File: config.mk
export PLATFORM = sky130hd
export DESIGN_NAME = rgb_led_driver
export DESIGN_NICKNAME = d
export VERILOG_FILES = /design/src/rtl/rgb_led_pkg.sv /design/src/rtl/pwm_channel.sv /design/src/rtl/rgb_led_driver.sv
export SDC_FILE = /design/constraint.sdc
export NUM_CORES = 1
export LEC_CHECK = 0
export CAP_MARGIN = 30
export CORE_MARGIN = 2
export CORE_UTILIZATION = 54
export CTS_BUF_LIST = sky130_fd_sc_hd__clkbuf_4
export DETAILED_ROUTE_END_ITERATION = 8
export PLACE_DENSITY = 0.88
export SYNTH_ARGS = -nofsm -noshare
export SYNTH_HDL_FRONTEND = slang
export SYNTH_HIERARCHICAL = 1
export SYNTH_SLANG_ARGS = --single-unit
File: constraint.sdc
create_clock -name clk -period 1.5 [get_ports clk]
set_input_delay 0.15 -clock clk [delete_from_list [all_inputs] [get_ports clk]]
set_output_delay 0.15 -clock clk [all_outputs]
set_load 0.005 [all_outputs]
File: src/rtl/rgb_led_pkg.sv
// Shared definitions for rgb_led_driver: colour codes, channel bit positions,
// the fade state type and small arithmetic helpers.
// Optional fading is selected with the RGB_LED_FADE_EN macro (see rgb_led_driver).
package rgb_led_pkg;

    // Colour codes as produced by the sequencer; bit map is {blue, green, red}.
    localparam logic [2:0] COL_RED     = 3'd1;
    localparam logic [2:0] COL_GREEN   = 3'd2;
    localparam logic [2:0] COL_YELLOW  = 3'd3;
    localparam logic [2:0] COL_BLUE    = 3'd4;
    localparam logic [2:0] COL_MAGENTA = 3'd5;
    localparam logic [2:0] COL_CYAN    = 3'd6;

    // Position of each channel within a colour code.
    localparam int unsigned R_BIT = 0;
    localparam int unsigned G_BIT = 1;
    localparam int unsigned B_BIT = 2;

    typedef enum logic {
        IDLE,
        FADING
    } fade_state_e;

    // Codes 0 and 7 are never legal colours.
    function automatic logic colour_valid(input logic [2:0] code);
        return code inside {COL_RED, COL_GREEN, COL_YELLOW, COL_BLUE, COL_MAGENTA, COL_CYAN};
    endfunction

    // Distance between two duties without any risk of wrap.
    function automatic int unsigned abs_diff(input int unsigned a, input int unsigned b);
        return (a > b) ? (a - b) : (b - a);
    endfunction

endpackage

File: src/rtl/pwm_channel.sv
// One PWM channel of rgb_led_driver: a duty register that either jumps to its
// target or moves one STEP toward it, plus the output comparator.
// The owner decides when the duty may change (always on a period boundary),
// which is what keeps the output free of mid-period glitches.
module pwm_channel
    import rgb_led_pkg::*;
#(
    parameter int unsigned PWM_W  = 8,
    parameter int unsigned STEP   = 16,
    parameter bit          DIRECT = 1'b0
) (
    input  logic             clk,
    input  logic             rst,
    input  logic             upd,
    input  logic [PWM_W-1:0] cnt,
    input  logic [PWM_W-1:0] tgt,
    output logic [PWM_W-1:0] duty,
    output logic             led,
    output logic             differ
);

    localparam logic [PWM_W-1:0] STEP_V = PWM_W'(STEP);

    logic [PWM_W-1:0] duty_q;
    logic [PWM_W-1:0] stepped;
    logic [PWM_W-1:0] duty_d;

    // Next faded duty: land exactly on the target when within one STEP,
    // otherwise move a full STEP; the distance test precedes the add/subtract
    // so the arithmetic can never wrap.
    always_comb begin
        stepped = duty_q;
        if (abs_diff(32'(duty_q), 32'(tgt)) <= STEP) begin
            stepped = tgt;
        end else if (duty_q < tgt) begin
            stepped = duty_q + STEP_V;
        end else begin
            stepped = duty_q - STEP_V;
        end
    end

    assign duty_d = DIRECT ? tgt : stepped;

    // Duty register, loaded only when the owner signals an update.
    always_ff @(posedge clk) begin
        if (rst) begin
            duty_q <= '0;
        end else if (upd) begin
            duty_q <= duty_d;
        end
    end

    assign duty   = duty_q;
    assign led    = (cnt < duty_q);
    assign differ = (duty_q != tgt);

endmodule

File: src/rtl/rgb_led_driver.sv
// rgb_led_driver: turns the sequencer's 3-bit colour code into three PWM
// outputs with a global brightness level.
// Build option: define RGB_LED_FADE_EN to compile in the fade FSM and its
// period divider; without it every duty loads its target at the next wrap.
module rgb_led_driver
    import rgb_led_pkg::*;
#(
    parameter int unsigned PWM_W    = 8,
    parameter int unsigned FADE_DIV = 4,
    parameter int unsigned STEP     = 16
) (
    input  logic             clk,
    input  logic             rst,
    input  logic [2:0]       colour,
    input  logic [PWM_W-1:0] brightness,
    output logic             led_r,
    output logic             led_g,
    output logic             led_b,
    output logic             busy,
    output logic             err_invalid
);

    logic [2:0]       code_q;
    logic             err_q;
    logic [PWM_W-1:0] cnt_q;
    logic             wrap;
    logic             upd;
    logic [PWM_W-1:0] tgt_r, tgt_g, tgt_b;
    logic [PWM_W-1:0] duty_r, duty_g, duty_b;
    logic             diff_r, diff_g, diff_b;

    // Colour capture: valid codes are stored, invalid ones only raise the error pulse.
    always_ff @(posedge clk) begin
        if (rst) begin
            code_q <= COL_RED;
            err_q  <= 1'b0;
        end else begin
            err_q <= !colour_valid(colour);
            if (colour_valid(colour)) begin
                code_q <= colour;
            end
        end
    end

    assign err_invalid = err_q;

    // Free-running PWM period counter.
    always_ff @(posedge clk) begin
        if (rst) begin
            cnt_q <= '0;
        end else begin
            cnt_q <= cnt_q + PWM_W'(1);
        end
    end

    // High on the last count; the edge that ends this cycle starts a new period.
    assign wrap = (cnt_q == {PWM_W{1'b1}});

    // Channel targets follow the stored code and live brightness immediately.
    always_comb begin
        tgt_r = code_q[R_BIT] ? brightness : '0;
        tgt_g = code_q[G_BIT] ? brightness : '0;
        tgt_b = code_q[B_BIT] ? brightness : '0;
    end

    assign busy = diff_r | diff_g | diff_b;

`ifdef RGB_LED_FADE_EN
    localparam int unsigned      DIV_W       = (FADE_DIV > 1) ? $clog2(FADE_DIV) : 1;
    localparam logic [DIV_W-1:0] DIV_LAST    = DIV_W'(FADE_DIV - 1);
    localparam bit               DIRECT_LOAD = 1'b0;

    fade_state_e      state_q;
    logic [DIV_W-1:0] div_q;
    logic             div_done;
    logic             all_near;

    assign div_done = (div_q == DIV_LAST);

    // Every channel within one STEP means the coming step finishes the fade.
    assign all_near = (abs_diff(32'(duty_r), 32'(tgt_r)) <= STEP)
                    && (abs_diff(32'(duty_g), 32'(tgt_g)) <= STEP)
                    && (abs_diff(32'(duty_b), 32'(tgt_b)) <= STEP);

    assign upd = wrap && (state_q == FADING) && div_done;

    // Fade FSM and period divider; both only advance on period boundaries.
    always_ff @(posedge clk) begin
        if (rst) begin
            state_q <= IDLE;
            div_q   <= '0;
        end else if (wrap) begin
            case (state_q)
                IDLE: begin
                    if (busy) begin
                        state_q <= FADING;
                    end
                end
                FADING: begin
                    if (div_done) begin
                        div_q <= '0;
                        if (all_near) begin
                            state_q <= IDLE;
                        end
                    end else begin
                        div_q <= div_q + DIV_W'(1);
                    end
                end
                default: begin
                    state_q <= IDLE;
                    div_q   <= '0;
                end
            endcase
        end
    end
`else
    localparam bit DIRECT_LOAD = 1'b1;

    assign upd = wrap;
`endif

    pwm_channel #(
        .PWM_W  (PWM_W),
        .STEP   (STEP),
        .DIRECT (DIRECT_LOAD)
    ) u_ch_r (
        .clk    (clk),
        .rst    (rst),
        .upd    (upd),
        .cnt    (cnt_q),
        .tgt    (tgt_r),
        .duty   (duty_r),
        .led    (led_r),
        .differ (diff_r)
    );

    pwm_channel #(
        .PWM_W  (PWM_W),
        .STEP   (STEP),
        .DIRECT (DIRECT_LOAD)
    ) u_ch_g (
        .clk    (clk),
        .rst    (rst),
        .upd    (upd),
        .cnt    (cnt_q),
        .tgt    (tgt_g),
        .duty   (duty_g),
        .led    (led_g),
        .differ (diff_g)
    );

    pwm_channel #(
        .PWM_W  (PWM_W),
        .STEP   (STEP),
        .DIRECT (DIRECT_LOAD)
    ) u_ch_b (
        .clk    (clk),
        .rst    (rst),
        .upd    (upd),
        .cnt    (cnt_q),
        .tgt    (tgt_b),
        .duty   (duty_b),
        .led    (led_b),
        .differ (diff_b)
    );

endmodule
==> summary.md, run 1 <==
Logic synthesis
- 36 — FF+latch count, synth
- 0 — number of synthesized flops with an enable pin
- 26 — count of cell types in the netlist
- sky130_fd_sc_hd__dfxtp_1 — most used flip-flop cell after synthesis
- 8.53 um2 — post-synthesis area per instance
- sky130_fd_sc_hd__dfxtp_1 — cell type contributing the most total cell area after synthesis
- 6 — number of warning messages in the yosys log
- 0 — async set-or-reset flop fraction in the synthesized netlist
- 267 — number of instances in the synthesized netlist
- 0.00228 mm2 — cell area after technology mapping
- sky130_fd_sc_hd__dfxtp_1 (32%), sky130_fd_sc_hd__ha_1 (12%), sky130_fd_sc_hd__mux2i_1 (11%) — Area contributors post-synth
- 0.316 — top cell type's share of synthesized area
- 302 — post-synthesis net count
- sky130_fd_sc_hd__dfxtp_1 (36), sky130_fd_sc_hd__nor2_1 (36), sky130_fd_sc_hd__xor2_1 (26), sky130_fd_sc_hd__and2_1 (24), sky130_fd_sc_hd__mux2i_1 (24) — leading post-synthesis cells by instance count
- 0.316 — sequential-to-total area share from yosys stat

Route
- 19.1 um — average routed wire per standard cell
- 4 — First-pass DRT Iterations
- 0 — final antenna-violating net count
- 6.97 mm — final routed wirelength across all metal layers
- 2171 — total vias in the final route
- 0 — DRC
- 183 — Iter 0 DRT Violations
- 5.93 — post-detailed-route via-to-cell ratio

Clocking
- 0.11 ns — post-CTS clock slew at the launch and capture registers of the worst setup and hold paths
- done — clock tree from TritonCTS
- 2 — Bufs on Longest Clock Path
- 2 — maximum level of the CTS H-tree
- sky130_fd_sc_hd__clkbuf_4 — master cell of the clock root buffer
- 36 — Sinks on Clock Net
- 5 — total CTS buffers
- 0.36 ns — Skew-Pair Late Insertion Delay

Pwr
- 1.30 nW — leak pwr
- 2.07 mW — Tot Pwr
- 672 uV — maximum vdd drop
- 661 mW/mm2 — total power density per cell area

Min path
- 3 — count of cells along the worst hold path
- in -> reg — type of the worst min-delay path

Worst setup path
- buf_6 > and2_4 > xor2_1 > nor4_1 > nand2_1 > or3_1 > buf_2 — cells traversed along the worst timing path
- 1.35 ns — required time reported for the critical path endpoint
- simple AND/OR/NAND/NOR gates — family with the most delay on the worst path
- 2 — buffering stage count on the worst path with inverters included
- 7 — number of cells on the critical path
- 8 — Worst R2R Path Depth
- output port — Critical Path End Type
- reg -> out — kind of critical path
- sky130_fd_sc_hd__dfxtp_4 — highest-delay cell along the critical path
- 0.39 ns — largest incremental delay on the critical path
- 6 — critical path peak fanout
- 2.03 ns — CP arrival
- register — category of the worst setup path launch point

Placed design
- 0.00263 mm2 — cell area reported after detailed placement
- -0.883 ns — worst slack at placement
- 3.95 mm — HPWL after detailed placement
- 0.800 — gp weighted congestion
- 17 — Port-buffer cells

GRT
- 0.306 — total routing resource utilization after global routing
- 0 — total overflow reported by the global router
- 2091 — via count of the first global-routing pass
- 0 — initial antenna violation count
- 37 — maximum number of pins on one net before global-route repair
- 10.2 mm — wire length of the first global-routing pass

Status
- negative setup slack — violations in the final reports
- finished with violations — status

Timing
- 2.18 ns — post-layout min period
- 0 — final count of hold timing violations
- 0.459 ns — worst hold slack
- true — unrepaired setup endpoints after global routing
- 1.45 — part of the cycle the worst path needs
- -2.01 ns — aggregate negative setup slack
- 0.363 ns — measured slew at the worst slew-check pin
- 0 — number of pins with negative max-slew slack in the final report
- -0.675 ns — worst setup margin
- 0.00524 ns — clock tree skew after final layout
- 460 MHz — fmax
- 0.757 — worst relative slew slack
- 15 — Setup Viol. Count Final

Final layout
- 0.00164 mm2 — multi-input logic area
- 777 um2 — FF+latch area
- 37.3% — area grow syn2layout
- 249 — number of fillers in the final layout
- 350 — Post-layout nets
- 0 — diode insertion count for antenna repair
- 0.320 — fraction of layout cells with a size suffix above 1
- 0.00313 mm2 — cell area after layout

Floorplanning
- 0.00403 mm2 — core area
- 69.0 um — overall die height
- 0.566 — effective utilization at floorplan
- 23 — number of rows in the core area
- 0.00475 mm2 — DIE AREA
- 18 — IO Count
- 69.0 um — Horiz. Die Dim

Job
- 0 — max cap viols

cells in the final DEF (no fill, tap or decap), drive strengths merged:
cell type      Yosys  layout
nand2             11      11
a21oi             13      13
dfxtp             36      36
nor2b              4       4
nand2b             2       2
xnor2              1       1
mux2i             24      24
a21o               1       1
nor2              36      36
a211oi             3       3
a41oi              3       3
bufinv             0       1
nand3              5       5
xor2              26      26
a21boi             1       1
or3                5       5
o21ai             12      12
and2              24      24
clkbuf             1       6
nand4              1       1
o21bai             1       1
nor4               6       6
buf                6      35
inv               23      23
ha                22      22
clkinv             0       1
clkdlybuf4s50      0      13
stage by stage:
stage / std cells / util
final: 366 / 0.776
after global routing: 366 / 0.776
after CTS: 364 / 0.768
after floorplan: 267 / -
after detailed placement: 344 / 0.652
after global placement: 344 / 0.652
layer usage:
metal / vias up / global-route usage / wire, um
li1: 1001 / - / -
met1: 1035 / 0.333 / 2630
met2: 95 / 0.522 / 3500
met3: 40 / 0.0974 / 430
met4: 0 / 0.174 / 420
met5: - / 0 / 0
layout make-up:
cell class,count,share of cell area
clock buffer,6,0.0144
multi-input combinational,201,0.524
inverter,23,0.0276
tap,50,0.0200
clock inverter,2,0.0112
timing repair buffer,48,0.154
sequential,36,0.248
cell families after synthesis:
group	synth area share
flops	0.316
mux	0.105
simple gates	0.206
compound gates	0.0928
fa+ha+maj	0.121
buf+inv	0.0544
xor+xnor	0.104
power by group:
group          internal, mW  switching, mW
logic                 0.186          0.164
clock network         0.367          0.363
registers             0.962         0.0255
total                  1.51          0.552
path summary, 6_finish.rpt:
check | from | end | slack [ns]
max | code_q[2] | busy | -0.68
min | colour[2] | err_invalid | 0.46
max reg2reg | cnt_q[1] | u_ch_b/duty[4] | -0.11
min reg2reg | cnt_q[0] | cnt_q[0] | 0.53
tightest hold or removal path, delay by kind of cell:
kind	cells	cell delay, ns
buffers and inverters	1	0.48
and+or+nand+nor	1	0.10
AOI/OAI and AO/OA	1	0.06
flip-flops by register name (all words and copies together) (netlist names):
register,cells
u_ch_b/duty,8
cnt_q,8
code_q,3
err_invalid,1
u_ch_g/duty,8
u_ch_r/duty,8
timing repair:
| action | CTS | global route |
|---|---|---|
| hold endpoints to repair | 0 | 0 |
| setup endpoints to repair | 28 | 28 |
| hold buffers | 0 | 0 |
| gates resized for setup | 86 | 23 |
| pin swaps | 15 | 10 |
| gates cloned | 3 | 0 |
| buffers inserted | 9 | 7 |
Note: power is estimated with default switching activity, not from simulation.
==> run 2, diff against run 1 <==
- CORE_MARGIN: 2 -> not set
- PLACE_DENSITY: 0.88 -> 0.78
==> run 2 against run 1 <==
Against the previous run: the flow still finishes with violations (negative setup slack); non-clock buffer count decreased by 1; critical path depth decreased by 1; via count decreased by 5.9%; utilization increased by 0.28 points; highest routed layer unchanged; critical path type unchanged; cell count decreased by 0.27%; flip-flop and latch count unchanged.
==> summary.md, run 2 (synthesized netlist as in run 1, its figures left out) <==
Status
- finished with violations — status
- negative setup slack — violations in the final reports

GRT
- 0.270 — total routing resource utilization after global routing, -0.0359
- 1817 — via count of the first global-routing pass, -13%
- 8.89 mm — wire length of the first global-routing pass, -13%
- 31 — maximum number of pins on one net before global-route repair, -16%
- 0 — initial antenna violation count, unchanged
- 0 — total overflow reported by the global router, unchanged

Pwr
- 0.335 — Clock Power Share, -0.018
- 610 uV — maximum vdd drop, -9.3%
- 641 mW/mm2 — total power density per cell area, -3.1%
- 0.261 — fraction of power spent switching nets, -0.00658
- 0.174 — combinational power share, +0.005
- 0.524 mW — switching pwr, -5.1%
- 1.30 nW — leak pwr, -0.37%
- 1.49 mW — cell internal pwr, -1.8%
- 0.491 — fraction of power consumed by sequential logic, +0.013

Final layout
- sky130_fd_sc_hd__nor2_1 — leading cell type in the layout, fill and taps excluded
- 365 — Layout Cells excl Fill, -0.27%
- 0 — diode insertion count for antenna repair, unchanged
- 0.305 — fraction of layout cells with a size suffix above 1, -0.0149
- 0.779 — final standard cell utilization of the core, +0.00279
- 37.8% — area grow syn2layout
- sky130_fd_sc_hd__nor2_1 (35), sky130_fd_sc_hd__xor2_1 (25), sky130_fd_sc_hd__mux2i_1 (23), sky130_fd_sc_hd__inv_1 (21), sky130_fd_sc_hd__and2_1 (20) — leading cell types in the layout, fill and taps excluded
- 349 — Post-layout nets, -0.29%

Timing
- 2.14 ns — post-layout min period, -0.0388 ns
- 468 MHz — fmax, +1.8%
- 0.00687 ns — clock tree skew after final layout, +0.00163 ns
- 0.494 ns — worst hold slack, +0.0343 ns
- -0.637 ns — worst setup margin, +0.0388 ns
- 0 — number of pins with negative max-slew slack in the final report, unchanged
- 0.283 ns — measured slew at the worst slew-check pin, -0.0800 ns
- 0 — final count of hold timing violations, unchanged
- true — unrepaired setup endpoints after global routing
- 1.42 — part of the cycle the worst path needs, -0.0259
- 4 — Setup Viol. Count Final, -11
- 0.811 — worst relative slew slack, +0.0535

Job
- 0 — max cap viols, unchanged

Placed design
- 17 — Port-buffer cells, unchanged
- 0.883 — gp weighted congestion, +10%
- 3.83 mm — HPWL after detailed placement, -2.9%
- 346 — Placed Cells, +0.58%

Worst setup path
- 10 — critical path peak fanout, +4
- output port — Critical Path End Type
- 0.40 ns — largest incremental delay on the critical path, about the same
- 6 — Worst R2R Path Depth, -2
- register — category of the worst setup path launch point
- 0.02 ns — worst setup slack for register-to-register paths, +0.13 ns
- reg -> out — kind of critical path
- 1.99 ns — CP arrival, -0.04 ns
- u_ch_g/duty[7] — endpoint of the worst-slack reg-to-reg timing path
- 1.35 ns — required time reported for the critical path endpoint, about the same
- sky130_fd_sc_hd__dfxtp_4 — highest-delay cell along the critical path
- cnt_q[7] — Reg-to-Reg Start
- and2_1 > xor2_1 > nor4_2 > nand2_1 > or3_1 > buf_2 — cells traversed along the worst timing path

Clocking
- sky130_fd_sc_hd__clkbuf_4 — master cell of the clock root buffer
- 36 — Sinks on Clock Net, unchanged
- 0.33 ns — Skew-Pair Late Insertion Delay, -0.03 ns
- 2 — Bufs on Longest Clock Path, unchanged
- done — clock tree from TritonCTS
- 0.12 ns — post-CTS clock slew at the launch and capture registers of the worst setup and hold paths, about the same
- 2 — maximum level of the CTS H-tree, unchanged
- 5 — total CTS buffers, unchanged

Floorplanning
- 67.0 um — Horiz. Die Dim, -2.9%
- 67.0 um — overall die height, -2.9%
- 18 — IO Count, unchanged
- 0.566 — effective utilization at floorplan, unchanged
- 0.00403 mm2 — core area, unchanged
- 23 — number of rows in the core area, unchanged
- 0.00448 mm2 — DIE AREA, -5.7%

Route
- 5.60 — post-detailed-route via-to-cell ratio, -5.6%
- 2043 — total vias in the final route, -5.9%
- 17.6 um — average routed wire per standard cell, -7.4%
- 0 — final antenna-violating net count, unchanged
- 5 — First-pass DRT Iterations, +1
- 6.44 mm — final routed wirelength across all metal layers, -7.7%
- 0 — DRC, unchanged
- 182 — Iter 0 DRT Violations, -0.55%

Min path
- 1 — count of cells along the worst hold path, -2
- cnt_q[0] — Endpoint, Worst Hold
- reg -> reg — type of the worst min-delay path
- cnt_q[0] — startpoint of the worst hold path

-- run 2: worst max-delay path by stage --
stage	to	from	depth (start not counted)	slack [ns]
4_1_cts	busy	code_q[2]	7	-0.69
3_5_place_dp	busy	brightness[6]	7	-0.82
6_report	busy	code_q[0]	6	-0.64
2_1_floorplan	busy	code_q[1]	5	0.03
3_3_place_gp	busy	brightness[2]	7	-0.81
5_1_grt	busy	code_q[0]	6	-0.73
-- run 2: through the flow --
step	setup TNS [ns]	instance area, um2	setup slack, ns	total power [mW]
after global placement	-2.29	2660	-0.814	1.31
after detailed placement	-2.86	2660	-0.822	1.31
after floorplan	0	2280	0.0301	1.17
after global routing	-2.79	3140	-0.729	2.09
after CTS	-1.57	2940	-0.686	1.98
final	-1.65	3140	-0.637	2.01
-- run 2: final cells by class --
| class | instances | area, um2 |
|---|---|---|
| sequential | 36 | 779 |
| clock buffer | 5 | 37.5 |
| inverter | 23 | 86.3 |
| clock inverter | 3 | 37.5 |
| multi-input combinational | 201 | 1670 |
| tap | 50 | 62.6 |
| timing repair buffer | 47 | 465 |
| fill | 251 | 890 |
-- run 2: what timing repair did --
item	in CTS	in global routing
pin swaps	9	13
hold buffers	0	0
cloned	0	3
gates resized for setup	67	27
setup endpoints to repair	28	28
setup buffers	6	3
-- run 2: critical path: cells and delay by family, from the launching register on --
kind | cells | cell delay (ns)
XOR/XNOR | 1 | 0.18
buffers and inverters | 1 | 0.13
flip-flops | 1 | 0.40
AND/OR/NAND/NOR | 4 | 0.94
-- run 2: per-layer routing --
metal / track usage / part of all wire / up-vias / wire length (um)
li1: - / - / 987 / -
met1: 0.364 / 0.44 / 966 / 2860
met2: 0.458 / 0.50 / 86 / 3230
met3: 0.0360 / 0.051 / 4 / 328
met4: 0.0479 / 0.0025 / 0 / 16
met5: 0 / 0 / - / 0
-- run 2: power by group through the flow --
stage               Clock [mW]  Combinational [mW]  Sequential, mW
finish                   0.673               0.351           0.987
global placement             0               0.292            1.02
CTS                      0.681               0.306           0.992
floorplan                    0               0.163            1.01
global route             0.721               0.377           0.991
detailed placement           0               0.297            1.02
